===== src/rtl/mem_to_core_serial_tx.sv =====
// Memory-side MTOC serializer: a small input FIFO feeding a framed, oversampled
// single-wire transmitter (start, data LSB-first, optional even parity, stop).
module mem_to_core_serial_tx #(
   parameter int DATA_WIDTH = 28,
   parameter int CLK_DIV    = 32,
   parameter int FIFO_DEPTH = 2,
   parameter int PARITY_EN  = 1
) (
   input  logic                  clk,
   input  logic                  rst,
   input  logic                  in_valid,
   input  logic [DATA_WIDTH-1:0] in_data,
   output logic                  in_ready,
   output logic                  serial_out,
   output logic                  busy,
   output logic                  frame_done
);

   localparam int DIV_W = (CLK_DIV > 1) ? $clog2(CLK_DIV) : 1;
   localparam int BIT_W = $clog2(DATA_WIDTH + 1);
   localparam int PTR_W = (FIFO_DEPTH > 1) ? $clog2(FIFO_DEPTH) : 1;
   localparam int CNT_W = $clog2(FIFO_DEPTH) + 1;

   localparam logic [DIV_W-1:0] DIV_LAST = DIV_W'(CLK_DIV - 1);
   localparam logic [BIT_W-1:0] BIT_LAST = BIT_W'(DATA_WIDTH - 1);
   localparam logic [CNT_W-1:0] CNT_FULL = CNT_W'(FIFO_DEPTH);
   localparam logic [PTR_W-1:0] PTR_LAST = PTR_W'(FIFO_DEPTH - 1);

   typedef enum logic [2:0] {IDLE, START, DATA, PARITY, STOP} state_t;

   logic [DATA_WIDTH-1:0] mem [FIFO_DEPTH];
   logic [PTR_W-1:0]      wr_ptr, rd_ptr;
   logic [CNT_W-1:0]      count, count_n;
   logic                  push, pop, empty;

   state_t                state, state_n;
   logic [DIV_W-1:0]      div_cnt, div_n;
   logic [BIT_W-1:0]      bit_cnt, bit_n;
   logic [DATA_WIDTH-1:0] shift, shift_n;
   logic                  par, par_n;
   logic                  bit_end;
   logic                  serial_n, busy_n, frame_done_n;

   assign push    = in_valid & in_ready;
   assign empty   = (count == '0);
   assign bit_end = (div_cnt == DIV_LAST);

   always_comb begin
      count_n = count;
      if (push && !pop) begin
         count_n = count + CNT_W'(1);
      end else if (!push && pop) begin
         count_n = count - CNT_W'(1);
      end
   end

   // Storage carries no reset; only the pointers and count define what is valid.
   always_ff @(posedge clk) begin
      if (push) begin
         mem[wr_ptr] <= in_data;
      end
   end

   // in_ready is registered from the next count so it reflects fullness of the current cycle.
   always_ff @(posedge clk) begin
      if (rst) begin
         wr_ptr   <= '0;
         rd_ptr   <= '0;
         count    <= '0;
         in_ready <= 1'b0;
      end else begin
         if (push) begin
            wr_ptr <= (wr_ptr == PTR_LAST) ? '0 : wr_ptr + PTR_W'(1);
         end
         if (pop) begin
            rd_ptr <= (rd_ptr == PTR_LAST) ? '0 : rd_ptr + PTR_W'(1);
         end
         count    <= count_n;
         in_ready <= (count_n != CNT_FULL);
      end
   end

   always_comb begin
      state_n = state;
      div_n   = bit_end ? '0 : div_cnt + DIV_W'(1);
      bit_n   = bit_cnt;
      shift_n = shift;
      par_n   = par;
      pop     = 1'b0;
      case (state)
         IDLE: begin
            div_n = '0;
            if (!empty) begin
               pop     = 1'b1;
               shift_n = mem[rd_ptr];
               par_n   = ^mem[rd_ptr];
               state_n = START;
            end
         end
         START: begin
            if (bit_end) begin
               state_n = DATA;
               bit_n   = '0;
            end
         end
         DATA: begin
            if (bit_end) begin
               shift_n = shift >> 1;
               if (bit_cnt == BIT_LAST) begin
                  state_n = (PARITY_EN != 0) ? PARITY : STOP;
               end else begin
                  bit_n = bit_cnt + BIT_W'(1);
               end
            end
         end
         PARITY: begin
            if (bit_end) begin
               state_n = STOP;
            end
         end
         STOP: begin
            // Back-to-back frames: the next word is popped in the final stop cycle.
            if (bit_end) begin
               if (!empty) begin
                  pop     = 1'b1;
                  shift_n = mem[rd_ptr];
                  par_n   = ^mem[rd_ptr];
                  state_n = START;
               end else begin
                  state_n = IDLE;
               end
            end
         end
         default: state_n = IDLE;
      endcase

      case (state_n)
         START:   serial_n = 1'b0;
         DATA:    serial_n = shift_n[0];
         PARITY:  serial_n = par_n;
         default: serial_n = 1'b1;
      endcase
      busy_n       = (state_n != IDLE);
      frame_done_n = (state_n == STOP) && (div_n == DIV_LAST);
   end

   always_ff @(posedge clk) begin
      if (rst) begin
         state      <= IDLE;
         div_cnt    <= '0;
         bit_cnt    <= '0;
         shift      <= '0;
         par        <= 1'b0;
         serial_out <= 1'b1;
         busy       <= 1'b0;
         frame_done <= 1'b0;
      end else begin
         state      <= state_n;
         div_cnt    <= div_n;
         bit_cnt    <= bit_n;
         shift      <= shift_n;
         par        <= par_n;
         serial_out <= serial_n;
         busy       <= busy_n;
         frame_done <= frame_done_n;
      end
   end

endmodule


===== config.mk =====
export PLATFORM = sky130hd
export DESIGN_NAME = mem_to_core_serial_tx
export DESIGN_NICKNAME = d
export VERILOG_FILES = /design/src/rtl/mem_to_core_serial_tx.sv
export SDC_FILE = /design/constraint.sdc
export NUM_CORES = 1
export LEC_CHECK = 0
export CORE_UTILIZATION = 60
export DETAILED_ROUTE_END_ITERATION = 10
export MAX_ROUTING_LAYER = met4
export PLACE_DENSITY = 0.85
export SETUP_SLACK_MARGIN = 0.15
export SLEW_MARGIN = 20
export SYNTH_ARGS = -nofsm -noshare
export SYNTH_HDL_FRONTEND = slang
export SYNTH_SLANG_ARGS = --single-unit

===== constraint.sdc =====
create_clock -name clk -period 6.6 [get_ports clk]
set_input_delay 1.32 -clock clk [delete_from_list [all_inputs] [get_ports clk]]
set_output_delay 1.32 -clock clk [all_outputs]
set_load 0.01 [all_outputs]

==> summary.txt, run 1 <==
Outcome: finished, final reports clean
Reg2Reg Depth: 5
Hold path cells: 2
Combinational Power Share: 32.8%
Die Width: 90.8 um
Slew Limit Fails: 0
Switching share of total power: 31.9%
Final Setup Violations: 0
DP Wirelength: 5640 um
Setup crit end kind: output port
Vias per cell: 5.92
CTS Hold Bufs: 0
CTS tree: done
Max Cap Viol: 0
WP depth: 1
Crit Path Max Fanout: 3
Fin. Hold Viols: 0
Vias in the first global route: 3051
FFs w/ async S/R, synth: 0%
First-pass GRT wire length: 14300 um
GP Congestion: 0.801
CTS Buf Count: 9
Maximum clock rate: 386 MHz
CTS root buffer: clkbuf_8
Hold path start: shift[16]
Cell Chain, Critical Path: clkdlybuf4s50_1
P per Cell Area: 352 mW/mm^2
Synth Cell Area: 0.00473 sq mm
Register share of total power: 48.7%
Clock transition at path regs: 90 ps
Inst Count DP: 505
Synth warnings: 0
Fin Hold WS: 511 ps
Layout cells sized above 1: 12.9%
Num rows: 32
Post_cts resized: 0
CP delay by family, top: buffers and inverters
Largest net degree at the start of global routing: 47
Drt drc: 0
Startpoint types: register
PortBufs: 34
Netlist cell types: 44
Crit. Startpoint: in_ready
CP bufs+invs: 1
Number of antenna-violating nets in the routed design: 0
Io pins: 35
Grt ovf: 0
Routed WL: 8570 um
Place WS: 3790 ps
Initial antenna violation count: 0
Clock Skews: 9.06 ps
Average size of a mapped cell: 12.3 sq um
Worst vdd rail ir drop: 0.219 mV
Min Tclk post-route: 2590 ps
Post-synth EDFFs: 56
Worst EP required: 5280 ps
Post-layout nets: 450
Initial Util: 61.6%
RSZ-0062 raised after global routing: no
Fillers: 560
Antenna diodes: 0
Avg WL per Cell: 16.4 um
Kind of critical path: reg -> out
Final period util: 39.2%
Max clock buf depth: 2
CP peak stage delay: 550 ps
Hold Path End: shift[16]
LEAKAGE: 1.87 nW
RR Endpoint: par
Worst R2R Setup Slack: 4090 ps
Worst-margin pin slew: 1060 ps
Syn_nets: 421
Die ar.: 0.00825 sq mm
Area grow syn2layout: 11.9%
Slew margin rel.: 29.4%
DR iter-0 viols: 324
Commonest non-fill, non-tap cells in the layout: edfxtp_1 (56), nor2_1 (54), dfxtp_1 (50)
CTS H-Tree Depth: 3
Setup tns final: 0 ps
Number of vias in the routed layout: 3085
Final Non-Filler Cells: 521
Commonest non-fill, non-tap cell in the layout: edfxtp_1
Synth Flop Type: edfxtp_1
Int Pwr: 1.27 mW
Slowest-stage cell, CP: clkdlybuf4s50_1
Total track usage: 22.8%
Clk Latency, worst-skew pair: 360 ps
Seq/Total Area, Yosys: 57.1%
Clock power frac: 18.5%
Pre-antenna DRT Iters: 5
Syn Inst Count: 385
Setup ws final: 4010 ps
Clk sink count: 107
Seq cells post-synth: 107
Class of the most critical hold timing path: reg -> reg
Post-CTS Setup Repair Bufs: 0
Core Footprint: 0.00769 sq mm
Die height: 90.8 um
Sw power: 595 uW
Critical path arrival: 1270 ps
[Yosys cell counts (2+ instances only)]
master,count,area [sq um]
a31oi_1,2,12.5
dfxtp_1,51,1020
nand2_1,10,37.5
clkbuf_1,12,45.0
mux2_2,27,304
a222oi_1,25,250
o21ai_0,7,35.0
a211oi_1,3,22.5
nor2b_1,4,25.0
edfxtp_1,56,1680
xor2_1,32,280
nand2b_1,3,18.8
xnor2_1,14,123
nor2_1,55,206
nand4_1,2,12.5
xnor3_1,2,45.0
or3_1,3,18.8
o21a_1,2,15.0
a21oi_1,10,50.1
buf_6,2,22.5
mux2i_1,16,160
nor3_1,10,50.1
and2_1,2,12.5
buf_2,7,35.0
inv_1,2,7.51
and3_1,2,12.5
ha_1,5,62.6
nand3_1,3,15.0
[worst max-delay path by stage]
stage                             to  slack [ps]
after detailed placement  frame_done        3790
after floorplan            mem[0][0]        3530
after global routing             par        3940
final                       in_ready        4010
after global placement    frame_done        3840
after CTS                   in_ready        4000
[registers in the layout, summed over array words and instances (netlist names), 2 cells and up, named ones only]
register,flops
shift,28
bit_cnt,5
div_cnt,5
count,2
state,3
mem,56
[per-stage QoR]
stage	total power, mW	utilization, %	cell area, sq um
2_1_floorplan	1.39	-	4730
3_3_place_gp	1.50	66.7	5130
3_5_place_dp	1.53	66.7	5130
4_1_cts	1.87	68.9	5300
5_1_grt	1.97	68.9	5300
6_report	1.86	68.9	5300
[logic make-up (layout without fill, tap and decap cells)]
kind of cell	after synthesis	count (layout)	share of synthesized area (%)
muxes	43	43	9.81
DFF	107	107	57.1
AOI/OAI and AO/OA	57	57	9.67
buffers and inverters	25	59	2.83
xor gates and xnor gates	49	49	9.81
and+or+nand+nor	99	99	9.46
adders and majority gates	5	5	1.32
[power by group through the flow]
stage | Clock [mW] | Sequential, mW | Combinational (mW)
after floorplan | 0 | 0.868 | 0.522
after global placement | 0 | 0.913 | 0.585
after detailed placement | 0 | 0.922 | 0.610
after CTS | 0.351 | 0.908 | 0.615
after global routing | 0.381 | 0.924 | 0.669
final | 0.344 | 0.908 | 0.612
[worst reg2reg max path, delay by kind of cell, from the launching register on]
family         cells  cell delay (ps)
multiplexers       1              350
XOR/XNOR           3              840
flip-flops         1             1040
AO/OA/AOI/OAI      1              210
[area by class of cell]
type	instances	area (sq um)	area share [%]
Sequential cell	107	2700	51.1
Clock buffer	9	124	2.34
Tap cell	102	128	2.41
Clock inverter	7	43.8	0.827
Inverter	3	11.3	0.213
Multi-Input combinational cell	253	1900	35.9
Timing Repair Buffer	40	385	7.28
[metal layers]
metal | up-vias | global-route usage, % | share of wire (%)
met2 | 85 | 38.3 | 53
met4 | 0 | 6.61 | 0.85
met1 | 1500 | 28.4 | 41
met5 | - | - | 0
li1 | 1486 | - | -
met3 | 14 | 3.96 | 4.8
Note: power is estimated with default switching activity, not from simulation.
==> run 2: changes to the inputs <==
CORE_UTILIZATION = 52   (was 60)
PLACE_DENSITY = 0.79   (was 0.85)
clock period = 2.33 ns   (was 6.6 ns; I/O delays follow)
==> run 2 against run 1 <==
Via count increased by 1.6%. Core utilization decreased by 6.3 points. Routed wire length increased by 5.0%. Setup slack got worse by 3800 ps. Hold slack got worse by 6.2 ps. Power increased to 3.0 times the previous value. Critical path depth increased by 8. Sequential share of layout area decreased by 1.8 points.
==> summary.txt, run 2 (same netlist as run 1, synthesis figures left out) <==
Multi-input logic area: 0.00194 sq mm
CP bufs+invs: 1
Crit Path Max Fanout: 13
Setup crit end kind: register
Number of vias in the routed layout: 3134
Post-route cell area: 0.00549 sq mm
Cell Chain, Critical Path: ha_1, and3_2, ha_4, nand2b_4, a21oi_2, o21bai_2, buf_2, a222oi_1, nor2_1
M1 WL: 3890 um
Initial Util: 54.0%
Number of antenna-violating nets in the routed design: 0
Fin. Hold Viols: 0
Placed instance area: 0.00521 sq mm
CP delay by family, top: compound AO/OA/AOI/OAI gates
Final period util: 89.6%
Antenna diodes: 0
Setup ws final: 242 ps
Slew margin rel.: 62.0%
DR WL met3: 381 um
Die height: 97.4 um
Clk sink count: 107
Avg WL per Cell: 16.9 um
DR iter-0 viols: 300
RSZ-0062 raised after global routing: no
Largest register by flop count: mem
Post-layout nets: 455
Setup tns final: 0 ps
Critical path arrival: 2350 ps
Min Tclk post-route: 2090 ps
Top Metal Used: met4
Pre-antenna DRT Iters: 7
DP Wirelength: 5780 um
Register area: 0.00270 sq mm
First-pass GRT wire length: 14800 um
Tot Pwr: 5.65 mW
Maximum clock rate: 479 MHz
Worst-margin pin slew: 570 ps
CTS Hold Bufs: 0
Core Footprint: 0.00876 sq mm
Initial antenna violation count: 0
Area grow syn2layout: 15.9%
Total track usage: 20.3%
Slew Limit Fails: 0
Io pins: 35
LEAKAGE: 1.93 nW
Max clock buf depth: 2
Num rows: 34
Class of the most critical hold timing path: reg -> reg
Place WS: 172 ps
Max reg flops: 56
Layout cells sized above 1: 15.8%
Final Setup Violations: 0
CTS root buffer: clkbuf_8
Max Cap Viol: 0
Clock transition at path regs: 100 ps
CTS Buf Count: 9
Final Non-Filler Cells: 532
GP Congestion: 0.805
Commonest non-fill, non-tap cells in the layout: edfxtp_1 (56), nor2_1 (53), dfxtp_1 (50)
P per Cell Area: 1030 mW/mm^2
Grt ovf: 0
Die ar.: 0.00949 sq mm
Drt drc: 0
Vias in the first global route: 3090
Worst EP required: 2590 ps
Largest net degree at the start of global routing: 46
PortBufs: 34
Kind of critical path: reg -> reg
Met2 wire len: 4600 um
Die Width: 97.4 um
Outcome: finished, final reports clean
CTS tree: done
Fillers: 652
Startpoint types: register
Worst vdd rail ir drop: 0.547 mV
Inst Count DP: 514
Routed WL: 8990 um
CTS H-Tree Depth: 3
CP peak stage delay: 330 ps
Vias per cell: 5.89
Clk Latency, worst-skew pair: 380 ps
Clock Skews: 8.40 ps
Slowest-stage cell, CP: dfxtp_1
Commonest non-fill, non-tap cell in the layout: edfxtp_1
Largest regs: mem (56), shift (28)
## run 2: cell count changes in the layout (fill, tap and decap cells not counted), moves of 2 or more
cell,delta
buf_12,+4
buf_2,+2
buf_4,-2
bufinv_16,+2
clkinv_2,-3
ha_1,-2
ha_4,+2
## run 2: cell type report
type	count	share of cell area [%]
sequential	107	49.3
multi-input combinational	253	35.4
timing repair buffer	45	8.60
tap	108	2.46
clock buffer	9	2.26
clock inverter	7	1.78
inverter	3	0.205
## run 2: where the power goes
| group | total, mW | internal, mW | switching (mW) |
|---|---|---|---|
| combinational | 1.91 | 0.993 | 0.921 |
| clock | 1.24 | 0.611 | 0.629 |
| sequential | 2.49 | 2.29 | 0.201 |
| total | 5.65 | 3.90 | 1.75 |
## run 2: stage by stage
step | hold WS (ps) | utilization, %
after floorplan | 463 | -
after detailed placement | 491 | 59.4
after global routing | 534 | 62.6
final | 505 | 62.6
after CTS | 505 | 62.0
after global placement | 477 | 59.4
## run 2: tightest hold or removal path, delay by kind of cell, from the launching register on
kind,cells,cell delay [ps]
AOI/OAI and AO/OA,1,50
DFF,1,340
and+or+nand+nor,1,70
## run 2: repair_timing
item | in CTS | in global routing
buffers inserted | 0 | 0
gates resized for setup | 1 | 11
pin swaps | 0 | 3
gates cloned | 0 | 2
endpoints found under the setup margin | 5 | 35
## run 2: worst paths after layout
path / cells past startpoint / slack [ps] / to / startpoint
max: 9 / 240 / shift[3] / div_cnt[0]
min: 2 / 500 / bit_cnt[1] / bit_cnt[1]
max reg2reg: 9 / 240 / shift[3] / div_cnt[0]
min reg2reg: 2 / 500 / bit_cnt[1] / bit_cnt[1]
## run 2: metal layers
metal	global-route usage, %	up-vias
met5	-	-
met4	8.71	0
met3	2.88	14
met2	32.7	85
met1	25.6	1534
li1	-	1501
